===== src/rtl/alu32_result_queue.sv =====
// alu32_result_queue
//
// Companion to the alu32 stage. It remembers which operations were issued to
// the ALU, grabs each registered ALU result one cycle after issue, tags it with
// its opcode and zero/negative flags, and holds it in a small in-order FIFO.
// The FIFO is drained by a consumer over a valid/ready handshake.
//
// The issue side is throttled by a credit signal (issue_ready), so a result
// can never arrive while the FIFO has no room for it.
//
// Handshakes:
//   issue side   : an operation is accepted on a rising edge where
//                  issue_valid && issue_ready. issue_ready is a function of
//                  registered state only. It never looks at issue_valid or
//                  res_ready.
//   result side  : the head entry is transferred on a rising edge where
//                  res_valid && res_ready. The res_* outputs hold steady while
//                  res_valid && !res_ready. res_ready is ignored while the
//                  FIFO is empty.
//
// Ports:
//   clk          in  : rising-edge clock, shared with alu32
//   rst          in  : asynchronous, active-high reset
//   issue_valid  in  : issuer presents an operation to the ALU this cycle
//   issue_sel    in  : opcode driven to the ALU alongside issue_valid
//   issue_ready  out : credit; the issuer may issue this cycle
//   alu_out      in  : registered ALU result
//   res_valid    out : head FIFO entry is valid
//   res_data     out : head result
//   res_sel      out : opcode of the head result
//   res_zero     out : head result equals zero
//   res_neg      out : sign bit of the head result
//   res_ready    in  : consumer accepts the head entry
//   count        out : FIFO occupancy, 0..DEPTH

module alu32_result_queue #(
  parameter int DEPTH = 4,
  parameter int W     = 32,
  parameter int CW    = $clog2(DEPTH) + 1
) (
  input  logic          clk,
  input  logic          rst,
  input  logic          issue_valid,
  input  logic [3:0]    issue_sel,
  output logic          issue_ready,
  input  logic [W-1:0]  alu_out,
  output logic          res_valid,
  output logic [W-1:0]  res_data,
  output logic [3:0]    res_sel,
  output logic          res_zero,
  output logic          res_neg,
  input  logic          res_ready,
  output logic [CW-1:0] count
);

  localparam int AW = $clog2(DEPTH);
  localparam int PW = AW + 1;

  localparam logic [CW:0] DEPTH_C = (CW + 1)'(DEPTH);

  // Operation tracking: one ALU op is "in flight" in the cycle after it is
  // accepted. During that cycle alu_out carries the op's result.
  logic       inflight;
  logic [3:0] inflight_sel;

  // FIFO storage and pointers. The pointers carry one extra bit so that
  // full (DEPTH) and empty (0) are distinguishable. The address is the low
  // AW bits, so wrap-around needs no special handling.
  logic [W-1:0] data_mem [DEPTH];
  logic [3:0]   sel_mem  [DEPTH];
  logic [PW-1:0] wr_ptr;
  logic [PW-1:0] rd_ptr;

  logic          acc;
  logic          push;
  logic          pop;
  logic [CW:0]   committed;

  // Occupancy is the pointer distance. It is exact across wrap because the
  // pointers are one bit wider than the address.
  assign count = CW'(wr_ptr - rd_ptr);

  // Credit: entries already stored plus the result still in flight must
  // leave room for one more. A pop in the same cycle earns no credit. This is
  // conservative, but it keeps issue_ready free of any path from res_ready.
  assign committed   = {1'b0, count} + (CW + 1)'(inflight);
  assign issue_ready = !rst && (committed < DEPTH_C);

  assign acc  = issue_valid && issue_ready;
  assign push = inflight;
  assign pop  = res_valid && res_ready;

  // Show-ahead head. The flags are derived from the stored data, so they
  // always describe exactly what res_data shows. A cleared entry therefore
  // reports zero=1 and neg=0.
  assign res_valid = (count != '0);
  assign res_data  = data_mem[rd_ptr[AW-1:0]];
  assign res_sel   = sel_mem[rd_ptr[AW-1:0]];
  assign res_zero  = (res_data == '0);
  assign res_neg   = res_data[W-1];

  // Issue tracking
  always_ff @(posedge clk or posedge rst) begin
    if (rst) begin
      inflight     <= 1'b0;
      inflight_sel <= 4'h0;
    end else begin
      inflight <= acc;
      if (acc) begin
        inflight_sel <= issue_sel;
      end
    end
  end

  // FIFO pointers. A push and a pop on the same edge advance both pointers,
  // which leaves the occupancy unchanged.
  always_ff @(posedge clk or posedge rst) begin
    if (rst) begin
      wr_ptr <= '0;
      rd_ptr <= '0;
    end else begin
      if (push) begin
        wr_ptr <= wr_ptr + PW'(1);
      end
      if (pop) begin
        rd_ptr <= rd_ptr + PW'(1);
      end
    end
  end

  // FIFO storage. Entries are cleared on reset so that an empty queue
  // presents all-zero data on the head outputs.
  always_ff @(posedge clk or posedge rst) begin
    if (rst) begin
      for (int i = 0; i < DEPTH; i++) begin
        data_mem[i] <= '0;
        sel_mem[i]  <= 4'h0;
      end
    end else if (push) begin
      data_mem[wr_ptr[AW-1:0]] <= alu_out;
      sel_mem[wr_ptr[AW-1:0]]  <= inflight_sel;
    end
  end

endmodule


===== config.mk =====
export PLATFORM = sky130hd
export DESIGN_NAME = alu32_result_queue
export DESIGN_NICKNAME = d
export VERILOG_FILES = /design/src/rtl/alu32_result_queue.sv
export SDC_FILE = /design/constraint.sdc
export NUM_CORES = 1
export LEC_CHECK = 0
export CAP_MARGIN = 20
export CORE_ASPECT_RATIO = 1.1
export CORE_MARGIN = 3
export CORE_UTILIZATION = 45
export CTS_CLUSTER_DIAMETER = 50
export DETAILED_ROUTE_END_ITERATION = 10
export PLACE_DENSITY = 0.72
export SLEW_MARGIN = 20
export SYNTH_ARGS = -nofsm -noshare
export SYNTH_HDL_FRONTEND = slang
export SYNTH_SLANG_ARGS = --single-unit

===== constraint.sdc =====
create_clock -name clk -period 9.9 [get_ports clk]
set_clock_uncertainty 0.15 [all_clocks]
set_input_delay 2.97 -clock clk [delete_from_list [all_inputs] [get_ports clk]]
set_output_delay 2.97 -clock clk [all_outputs]
set_load 0.005 [all_outputs]

==> impl_metrics.tcl <==
set metrics [dict create \
    track_usage_pct 18.2 \
    period_needed_ns 7.46 \
    timing.hold.worst_path_depth 1 \
    synthesis.area_per_instance_um2 17.0 \
    cts.reportedPaths.clkPinSlew_ns 0.06 \
    synth_area_mm2 0.00682 \
    regArea_mm2 0.00388 \
    cp_data_arrival_time_ns 4.34 \
    fin_total_pwr_mw 3.00 \
    ys_dominant_reg_cell "dfrtp_1" \
    r2r_end "inflight_sel[0]$_DFFE_PP0P_" \
    cap_violations 0 \
    max-vdd-ir-drop_mv 0.149 \
    hold_viol 0 \
    status "finished, final reports clean" \
    crit_required_ns 6.78 \
    drc 0 \
    holdCritPathClass "flop to flop" \
    std_cell_rows 46 \
    post_route_setup_slack_ns 2.44 \
    drive_above_1_share_pct 15.1 \
    timing_worst_setup_path_type "input pin to primary output" \
    period_share_pct 75.3 \
    flow.area_growth_from_synthesis_pct 22.3 \
    detailroute.via_count 3774 \
    power.static_leakage_nw 3.46 \
    ys_seq_area_share_pct 56.9 \
    routed_wirelength_mm 13.8 \
    first_iter_violations 193 \
    power_density_mw_per_mm2 360 \
    grt_setup_unrepaired "false" \
    initial_utilization_pct 46.6 \
    cells_after_synthesis 402 \
    core-area_mm2 0.0146 \
    port-buffer-count 82 \
    synth_warnings 0 \
    multi_input_area_mm2 0.00281 \
    clock_sinks 155 \
    cts.repair.resized 0 \
    cts_buffers 17 \
    clk-insertion-delay-late_ns 0.42 \
    post_synth_num_cell_types 25 \
    die_area_mm2 0.0167 \
    postCtsSetupBuffers 0 \
    io-pin-count 83 \
    vias_in_the_first_global_route 4216 \
    grt_antenna_before_repair 0 \
    antenna_left 0 \
    die_h_um 135 \
    whs_endpoint "data_mem[103]$_DFFE_PP0P_" \
    clock_tree.root_cell "clkbuf_16" \
    start_kind "input pin" \
    cts-hold-fix-buffers 0 \
    synth-async-reset-ratio_pct 100 \
    most-common-layout-cells "dfrtp_1, mux2_1, clkdlybuf4s50_1, mux4_2, clkbuf_16" \
    post-place-ws_ns 2.45 \
    nets 531 \
    hold_start "data_mem[103]$_DFFE_PP0P_" \
    final_common_cell "dfrtp_1" \
    fillers 1152 \
    gp_congestion 0.738 \
    globalRouteOverflowTotal 0 \
    crit_path_end_kind "primary output" \
    r2r_setup_slack_ns 7.32 \
    layout.core_utilization_pct 57.0 \
    timing.critical_path.fanout_max 2 \
    wl_per_cell_um 20.0 \
    r2r_cells 6 \
    finalSetupViolations 0 \
    grt_pass1_wl_mm 22.6 \
    synth_fp_nets 449 \
    avgViaCountPerCell 5.48 \
    worst_pin_slew_ns 0.930 \
    timing.setup.tns_ns 0 \
    clock_tree.buffer_depth 2 \
    place_hpwl_mm 8.72 \
    largest_net_degree_at_the_start_of_global_routing 104 \
    cts-htree-levels 4 \
    ys_ff_latch 155 \
    dr.pass1.iters 6 \
    worst_r2r_startpoint "rd_ptr[0]$_DFFE_PP0P_" \
    synth-edff-count 0 \
    antenna-diode-count 0 \
    final-max-slew-violation-count 0 \
    maxClockFrequency_mhz 134 \
    die_w_um 123 \
    cts_tree "yes" \
    slew-limit-headroom_pct 38.0 \
]
[worst max-delay path: stages]
cell and delay [ns]:
clkdlybuf4s50_1 0.50, a311oi_2 0.31, clkdlybuf4s50_1 0.55
[metal layers]
layer	wire length [µm]	vias up	global-route usage (%)
li1	-	1670	-
met3	468	14	4.02
met2	7140	74	30.4
met5	0	-	0
met1	6000	2016	23.3
met4	182	0	6.46
[report_power, final]
group          leakage, nW  switching, mW  internal [mW]  total, mW
clock network        0.263          0.239          0.345      0.584
logic                 1.37          0.489          0.787       1.28
registers             1.82          0.181          0.960       1.14
total                 3.46          0.909           2.09       3.00
[how the worst max path moves through the flow]
stage / from / endpoint / slack, ns / cells past startpoint
after floorplan: rst / data_mem[0]$_DFFE_PP0P_ / 2.60 / 1
after global placement: rst / issue_ready / 2.48 / 3
after detailed placement: rst / issue_ready / 2.45 / 3
after CTS: rst / issue_ready / 2.45 / 3
after global routing: rst / issue_ready / 2.40 / 3
final: rst / issue_ready / 2.44 / 3
[area by class of cell]
| type | instances | area share [%] |
|---|---|---|
| repair buffers | 86 | 10.2 |
| flip-flops and latches | 155 | 46.6 |
| clock inverters | 7 | 0.480 |
| clock buffers | 25 | 5.94 |
| multi-input cells | 219 | 33.6 |
| well taps | 192 | 2.88 |
| inverters | 5 | 0.285 |
[registers in the layout, indices dropped and copies added, names as in the netlist]
signal	flops
wr_ptr	3
inflight	1
sel_mem	16
data_mem	128
inflight_sel	4
rd_ptr	3
[synthesized netlist by cell type, types with 2 or more instances]
| cell type | number | share of area [%] |
|---|---|---|
| buf_2 | 16 | 1.2 |
| buf_6 | 2 | 0.33 |
| clkbuf_1 | 3 | 0.17 |
| dfrtp_1 | 155 | 57 |
| ha_1 | 6 | 1.1 |
| inv_1 | 3 | 0.17 |
| inv_2 | 2 | 0.11 |
| mux2_1 | 149 | 25 |
| mux4_1 | 3 | 1.2 |
| mux4_2 | 33 | 11 |
| nand2_1 | 6 | 0.33 |
| nand4_1 | 2 | 0.18 |
| nor4_1 | 8 | 0.73 |
| xnor2_1 | 3 | 0.39 |
[stage by stage]
step	hold slack (ns)	cell area, µm²	cells
after CTS	0.335	8330	689
after floorplan	0.298	6820	402
after detailed placement	0.323	7790	657
after global routing	0.343	8340	689
after global placement	0.315	7790	657
final	0.331	8340	689
[logic make-up after synthesis]
group                      after synthesis  synth area share, %
buffers and inverters                   28                 2.35
and+or+nand+nor                         20                 1.56
AOI/OAI and AO/OA                        2                0.293
DFF                                    155                 56.9
muxes                                  185                 36.7
xor gates and xnor gates                 5                0.862
adders and majority gates                7                 1.39
(Power assumes the default switching activity.)
